`src/rtl/eth_arp_pkg.sv`:
```
// Shared constants and types for the ARP receive path.
// Halfword constants are in wire order: the first byte on the wire sits in [7:0].
package eth_arp_pkg;

  localparam int IDX_W = 5;

  localparam logic [IDX_W-1:0] IDX_FIRST  = 5'd1;
  localparam logic [IDX_W-1:0] IDX_DST_LO = 5'd1;
  localparam logic [IDX_W-1:0] IDX_DST_HI = 5'd3;
  localparam logic [IDX_W-1:0] IDX_ETYPE  = 5'd7;
  localparam logic [IDX_W-1:0] IDX_HTYPE  = 5'd8;
  localparam logic [IDX_W-1:0] IDX_PTYPE  = 5'd9;
  localparam logic [IDX_W-1:0] IDX_LENS   = 5'd10;
  localparam logic [IDX_W-1:0] IDX_OPER   = 5'd11;
  localparam logic [IDX_W-1:0] IDX_SHA0   = 5'd12;
  localparam logic [IDX_W-1:0] IDX_SHA1   = 5'd13;
  localparam logic [IDX_W-1:0] IDX_SHA2   = 5'd14;
  localparam logic [IDX_W-1:0] IDX_SPA0   = 5'd15;
  localparam logic [IDX_W-1:0] IDX_SPA1   = 5'd16;
  localparam logic [IDX_W-1:0] IDX_TPA0   = 5'd20;
  localparam logic [IDX_W-1:0] IDX_TPA1   = 5'd21;
  localparam logic [IDX_W-1:0] IDX_MAX    = 5'd22;

  localparam logic [15:0] HW_ETYPE_ARP = 16'h06_08;
  localparam logic [15:0] HW_HTYPE_ETH = 16'h01_00;
  localparam logic [15:0] HW_PTYPE_IP4 = 16'h00_08;
  localparam logic [15:0] HW_LENS      = 16'h04_06;
  localparam logic [15:0] HW_OP_REQ    = 16'h01_00;
  localparam logic [15:0] HW_OP_REP    = 16'h02_00;
  localparam logic [15:0] HW_BCAST     = 16'hff_ff;

  typedef enum logic {
    ST_RECV  = 1'b0,
    ST_DRAIN = 1'b1
  } rx_state_t;

  typedef struct packed {
    logic        is_reply;
    logic [47:0] sender_mac;
    logic [31:0] sender_ip;
    logic [7:0]  frame_no;
  } arp_result_t;

  // Wire-order halfword to MSB-first byte pair.
  function automatic logic [15:0] swap16(input logic [15:0] hw);
    return {hw[7:0], hw[15:8]};
  endfunction

endpackage

```
`src/rtl/eth_arp_result_buf.sv`:
```
// One-entry valid/ready holding register for parsed ARP results.
// A push is taken when empty or draining this cycle; otherwise it is flagged as overflow.
module eth_arp_result_buf
  import eth_arp_pkg::*;
(
  input  logic        pll_clk_axis_out,
  input  logic        pll_resetn_out,
  input  logic        push,
  input  arp_result_t push_data,
  input  logic        ready,
  output logic        valid,
  output arp_result_t data,
  output logic        accept,
  output logic        overflow
);

  assign accept   = push && (!valid || ready);
  assign overflow = push && valid && !ready;

  always_ff @(posedge pll_clk_axis_out or negedge pll_resetn_out) begin
    if (!pll_resetn_out) begin
      valid <= 1'b0;
      data  <= '0;
    end else if (accept) begin
      valid <= 1'b1;
      data  <= push_data;
    end else if (valid && ready) begin
      valid <= 1'b0;
    end
  end

endmodule

```
`src/rtl/eth_arp_rx_parser.sv`:
```
// ARP frame parser on a 16-bit AXI-Stream feed: validates header, destination and
// target IP, captures sender MAC/IP and hands the result out through a one-entry buffer.
module eth_arp_rx_parser
  import eth_arp_pkg::*;
#(
  parameter int SIM_DELAY = 0
) (
  input  logic        pll_clk_axis_out,
  input  logic        pll_resetn_out,
  input  logic [47:0] local_mac,
  input  logic [31:0] local_ip,
  input  logic [23:0] s_axis_data,
  input  logic [1:0]  s_axis_keep,
  input  logic        s_axis_last,
  input  logic        s_axis_valid,
  output logic        arp_valid,
  input  logic        arp_ready,
  output logic        arp_is_reply,
  output logic [47:0] arp_sender_mac,
  output logic [31:0] arp_sender_ip,
  output logic [7:0]  arp_frame_no,
  output logic [15:0] good_cnt,
  output logic [15:0] drop_cnt,
  output logic [7:0]  ovf_cnt
);

  // Registers update with zero delay; a negative setting is a configuration error.
  if (SIM_DELAY < 0) begin : g_bad_sim_delay
    $error("eth_arp_rx_parser: SIM_DELAY must be non-negative");
  end

  rx_state_t        state, state_nxt;
  logic [IDX_W-1:0] idx;
  logic             dst_bc, dst_uc, dst_bc_nxt, dst_uc_nxt;
  logic             op_reply;
  logic [47:0]      sha;
  logic [31:0]      spa;

  logic [15:0] hw, be;
  logic        fail;
  logic        push, drop_evt, accept, overflow;
  arp_result_t push_data, res;

  assign hw = s_axis_data[15:0];
  assign be = swap16(hw);

  // Per-beat checks against the current halfword index.
  always_comb begin
    fail       = 1'b0;
    dst_bc_nxt = dst_bc;
    dst_uc_nxt = dst_uc;
    if (idx <= IDX_TPA1 && s_axis_keep != 2'b11) fail = 1'b1;
    case (idx)
      5'd1: begin
        dst_bc_nxt = (hw == HW_BCAST);
        dst_uc_nxt = (be == local_mac[47:32]);
      end
      5'd2: begin
        dst_bc_nxt = dst_bc && (hw == HW_BCAST);
        dst_uc_nxt = dst_uc && (be == local_mac[31:16]);
      end
      IDX_DST_HI: begin
        dst_bc_nxt = dst_bc && (hw == HW_BCAST);
        dst_uc_nxt = dst_uc && (be == local_mac[15:0]);
        if (!(dst_bc_nxt || dst_uc_nxt)) fail = 1'b1;
      end
      IDX_ETYPE: if (hw != HW_ETYPE_ARP) fail = 1'b1;
      IDX_HTYPE: if (hw != HW_HTYPE_ETH) fail = 1'b1;
      IDX_PTYPE: if (hw != HW_PTYPE_IP4) fail = 1'b1;
      IDX_LENS:  if (hw != HW_LENS) fail = 1'b1;
      IDX_OPER:  if (hw != HW_OP_REQ && hw != HW_OP_REP) fail = 1'b1;
      IDX_TPA0:  if (be != local_ip[31:16]) fail = 1'b1;
      IDX_TPA1:  if (be != local_ip[15:0]) fail = 1'b1;
      default: ;
    endcase
    if (s_axis_last && idx < IDX_TPA1) fail = 1'b1;
  end

  always_comb begin
    state_nxt = state;
    push      = 1'b0;
    drop_evt  = 1'b0;
    if (s_axis_valid) begin
      case (state)
        ST_RECV: begin
          if (s_axis_last) begin
            push     = !fail;
            drop_evt = fail;
          end else if (fail) begin
            state_nxt = ST_DRAIN;
          end
        end
        ST_DRAIN: begin
          if (s_axis_last) begin
            drop_evt  = 1'b1;
            state_nxt = ST_RECV;
          end
        end
        default: state_nxt = ST_RECV;
      endcase
    end
  end

  always_ff @(posedge pll_clk_axis_out or negedge pll_resetn_out) begin
    if (!pll_resetn_out) begin
      state  <= ST_RECV;
      idx    <= IDX_FIRST;
      dst_bc <= 1'b0;
      dst_uc <= 1'b0;
    end else if (s_axis_valid) begin
      state  <= state_nxt;
      dst_bc <= dst_bc_nxt;
      dst_uc <= dst_uc_nxt;
      if (s_axis_last)     idx <= IDX_FIRST;
      else if (idx != IDX_MAX) idx <= idx + 5'd1;
    end
  end

  // Sender fields are captured regardless of check state; only a passing frame publishes them.
  always_ff @(posedge pll_clk_axis_out or negedge pll_resetn_out) begin
    if (!pll_resetn_out) begin
      op_reply <= 1'b0;
      sha      <= '0;
      spa      <= '0;
    end else if (s_axis_valid) begin
      case (idx)
        IDX_OPER: op_reply     <= (hw == HW_OP_REP);
        IDX_SHA0: sha[47:32]   <= be;
        IDX_SHA1: sha[31:16]   <= be;
        IDX_SHA2: sha[15:0]    <= be;
        IDX_SPA0: spa[31:16]   <= be;
        IDX_SPA1: spa[15:0]    <= be;
        default: ;
      endcase
    end
  end

  assign push_data = '{is_reply:   op_reply,
                       sender_mac: sha,
                       sender_ip:  spa,
                       frame_no:   s_axis_data[23:16]};

  eth_arp_result_buf u_result_buf (
    .pll_clk_axis_out (pll_clk_axis_out),
    .pll_resetn_out   (pll_resetn_out),
    .push             (push),
    .push_data        (push_data),
    .ready            (arp_ready),
    .valid            (arp_valid),
    .data             (res),
    .accept           (accept),
    .overflow         (overflow)
  );

  assign arp_is_reply   = res.is_reply;
  assign arp_sender_mac = res.sender_mac;
  assign arp_sender_ip  = res.sender_ip;
  assign arp_frame_no   = res.frame_no;

  always_ff @(posedge pll_clk_axis_out or negedge pll_resetn_out) begin
    if (!pll_resetn_out) begin
      good_cnt <= '0;
      drop_cnt <= '0;
      ovf_cnt  <= '0;
    end else begin
      if (accept)   good_cnt <= good_cnt + 16'd1;
      if (drop_evt) drop_cnt <= drop_cnt + 16'd1;
      if (overflow && ovf_cnt != 8'hff) ovf_cnt <= ovf_cnt + 8'd1;
    end
  end

endmodule
```
`config.mk`:
```
export PLATFORM = sky130hd
export DESIGN_NAME = eth_arp_rx_parser
export DESIGN_NICKNAME = d
export VERILOG_FILES = /design/src/rtl/eth_arp_pkg.sv /design/src/rtl/eth_arp_result_buf.sv /design/src/rtl/eth_arp_rx_parser.sv
export SDC_FILE = /design/constraint.sdc
export NUM_CORES = 1
export LEC_CHECK = 0
export BUFFER_PORTS_ARGS = -buffer_cell sky130_fd_sc_hd__buf_2
export CAP_MARGIN = 20
export CORE_AREA = 2 2 153 155
export CTS_CLUSTER_DIAMETER = 80
export DETAILED_ROUTE_END_ITERATION = 10
export DIE_AREA = 0 0 155 157
export GPL_ROUTABILITY_DRIVEN = 0
export GPL_TIMING_DRIVEN = 1
export HOLD_SLACK_MARGIN = 0.15
export PLACE_DENSITY = 0.68
export SLEW_MARGIN = 20
export SYNTH_ARGS = -nofsm -noshare
export SYNTH_HDL_FRONTEND = slang
export SYNTH_HIERARCHICAL = 1
export SYNTH_SLANG_ARGS = --single-unit
```
`constraint.sdc`:
```
create_clock -name pll_clk_axis_out -period 5.29 [get_ports pll_clk_axis_out]
set_clock_uncertainty 0.05 [all_clocks]
set_input_delay 1.587 -clock pll_clk_axis_out [delete_from_list [all_inputs] [get_ports pll_clk_axis_out]]
set_output_delay 1.587 -clock pll_clk_axis_out [all_outputs]
set_load 0.05 [all_outputs]
```
==> results.md <==
* Outcome: completed
* Hold-fix buffers, CTS at 0
* Vias in the first global route at approximately 7200
* Die height at 157 um
* Post-DRT Antenna Nets at 0
* Die area at between 20000 and 25000 um^2
* #FFs+latches synth at ~220
* Max FO, Critical Path at 12
* Total iterations of the first detailed-routing run at 5
* Slew Limit Fails at 0
* Setup WS pre-CTS at approximately 0.21 ns
* Seq/Total Area, Yosys at between 50 and 60%
* Critical Path AT at a little under 5 ns
* Drt first-iter violations at 320
* Post-layout min period at 4.61 ns
* Antenna violations before repair at 5
* Worst EP required at 5.63 ns
* Worst setup EP type: flop
* CP Class: input pin to flop
* Post-Place Cell Area at 11500 um^2
* Via/cell ratio at around 5.3
* Max Buffers Root-to-Sink at 3
* Setup Buffers After CTS at 0
* Post-layout nets at about 1200
* Power Density at between 400 and 500 nW/um^2
* R2R Setup Slk at a little under 1 ns
* CTS root buf: clkbuf_16
* # Max-Cap Violations at 0
* Via count at slightly above 7000
* CP startpoint kind: input pin
* Global routing usage on met3 at approximately 3.9%
* Synth cell types at between 50 and 60
* Busiest layer in global routing: met2
* Most frequent cells in the layout: 239 x buf_2, 218 x dfrtp_1, 144 x mux2_2, 53 x xor2_1, 51 x nand2_1
* Worst slew pin tran at roughly 0.94 ns
* Peak VDD IR at approximately 0.00024 V
* Post-synth EDFFs at 0
* Final Hold Viols at 0
* Drt wl/cell at between 15 and 20 um
* Num CTS Buffers at 24
* Area Growth Syn to Fin at 21.2%
* Period Utilization, post-route at roughly 87%
* DRC errors left at 0
* H-tree level count at 1
* Net count after synthesis at between 900 and 1000
* Main synth FF type: dfrtp_1
* Resized Gates After CTS at 0
* Die X-Extent at around 160 um
* Initial Util at 44.9%
* Most common cell after layout, fill and taps aside: buf_2
* Layout cells sized above 1 at a little over two fifths
* Cell area after layout at 12300 um^2
* Synth warn at 6
* Total Neg Setup Slack at 0 ns
* DRT Wirelength at 26100 um
* Ys async rst share at between 90% and 100%
* Hpwl dp at roughly 18000 um
* Syn Area/Cell at between 10 and 15 um^2
* Row cnt at 55
* I/O Pins at roughly 240
* HP Class: flop to flop
* Met2 Usage GRT at 34.8%
* First-pass GRT wire length at slightly above 40000 um
* Clk_lat worst skew at 0.53 ns
* GRT overflow at 0
* Sink Count at approximately 220
* Largest net degree at the start of global routing at 120
* # setup viols final at 0
* I/O Buffers at 240
* Synth Cell Area at between 10000 and 15000 um^2
* Pleak at roughly 0.0064 uW
* Tot GR Track Use at 21.5%
* TritonCTS clock tree: built
* Final core occ at 54.4%
* RSZ-0062 raised after global routing: no
* Worst slew margin at 37.6%
* Gate Count Post-Synth at 811
* Met1 Use GR at between 20% and 30%
* Core footprint at 22500 um^2
* Max frequency at 217 MHz
* Reg clk slew, reported paths at around 0.050 ns
* Post-route worst setup slack at between 0.6 and 0.7 ns
cell usage after synthesis (all sizes together) (2+ instances only):
master / instances / area (um^2)
dfrtp: 218 / 5460
mux2: 154 / 1770
xor2: 53 / 464
nand2: 52 / 203
xnor2: 46 / 403
o21ai: 31 / 166
nor2: 27 / 101
buf: 26 / 206
inv: 25 / 93.8
clkbuf: 22 / 82.6
nand3: 21 / 105
nand4: 19 / 119
nor3: 18 / 110
nor4: 9 / 68.8
a21oi: 8 / 40.0
ha: 8 / 100
and3: 7 / 43.8
nor2b: 7 / 43.8
and2: 5 / 31.3
nand2b: 5 / 38.8
a31oi: 4 / 31.3
mux2i: 4 / 40.0
a221oi: 3 / 32.5
nor4b: 3 / 26.3
o2111ai: 3 / 26.3
o21a: 3 / 22.5
o22ai: 3 / 25.0
o31ai: 3 / 22.5
or3: 3 / 18.8
a2111oi: 2 / 17.5
nor3b: 2 / 15.0
o221ai: 2 / 17.5
or4: 2 / 18.8
worst max-delay path: stages:
cell	delay, ns
buf_2	0.36
xor2_1	0.13
nor4_1	0.31
nand4_1	0.20
o21ai_0	0.35
nand4_1	0.22
nor3b_1	0.54
nand2_4	0.12
inv_1	0.19
nand4_1	0.24
nor3_1	0.40
nand3_1	0.15
xnor2_1	0.15
final timing paths:
kind | depth (start not counted) | from | to
setup / recovery | 13 | s_axis_data[7] | good_cnt[15]$_DFFE_PN0P_
hold / removal | 1 | drop_cnt[15]$_DFFE_PN0P_ | drop_cnt[15]$_DFFE_PN0P_
setup reg to reg | 12 | idx[0]$_DFFE_PN1P_ | good_cnt[15]$_DFFE_PN0P_
hold reg to reg | 1 | drop_cnt[15]$_DFFE_PN0P_ | drop_cnt[15]$_DFFE_PN0P_
max in group asynchronous | 2 | pll_resetn_out | good_cnt[0]$_DFFE_PN0P_
min in group asynchronous | 1 | pll_resetn_out | spa[10]$_DFFE_PN0P_
logic make-up (layout without fill, tap and decap cells):
| kind of cell | after synthesis | count (layout) | share of synthesized area (%) |
|---|---|---|---|
| mux | 158 | 158 | 17.9 |
| fa+ha+maj | 8 | 8 | 0.991 |
| buf+inv | 73 | 315 | 3.79 |
| flops | 219 | 219 | 54.2 |
| other cells | 0 | 4 | 0 |
| compound gates | 69 | 69 | 4.57 |
| simple gates | 185 | 185 | 9.89 |
| xor+xnor | 99 | 99 | 8.58 |
routing by layer:
layer	wire (um)	share of wire (%)	vias to the layer above
met5	13	0.050	-
met2	12200	47	232
met1	11600	44	3578
li1	-	-	3280
met3	1470	5.6	57
met4	808	3.1	2
power by group:
part | internal [uW] | leakage, uW | total, uW | switching (uW)
Clock | 960 | 0.000382 | 1620 | 663
Sequential | 1960 | 0.00296 | 2160 | 201
Combinational | 411 | 0.00305 | 1220 | 812
metrics by stage:
| step | hold WS [ns] | total power, uW | cells |
|---|---|---|---|
| 6_report | 0.411 | 5010 | 1342 |
| 2_1_floorplan | 0.396 | 3050 | 811 |
| 4_1_cts | 0.418 | 5060 | 1338 |
| 3_3_place_gp | 0.403 | 3390 | 1296 |
| 5_1_grt | 0.433 | 5240 | 1339 |
| 3_5_place_dp | 0.407 | 3420 | 1296 |
state kept, by name, summed over array words and instances (netlist names):
| signal | flops |
|---|---|
| idx | 5 |
| good_cnt | 16 |
| spa | 32 |
| dst_bc | 1 |
| ovf_cnt | 8 |
| u_result_buf/valid | 1 |
| u_result_buf/data | 89 |
| op_reply | 1 |
| state | 1 |
| dst_uc | 1 |
| drop_cnt | 16 |
| sha | 48 |
final cells by class:
| class | instances | area (um^2) |
|---|---|---|
| fillers | 1936 | 10300 |
| flip-flops and latches | 219 | 5480 |
| multi-input cells | 519 | 4240 |
| repair buffers | 248 | 1300 |
| clock buffers | 30 | 643 |
| well taps | 285 | 357 |
| clock inverters | 12 | 128 |
| inverters | 25 | 93.8 |
| diodes | 4 | 10.0 |
(Power assumes the default switching activity.)
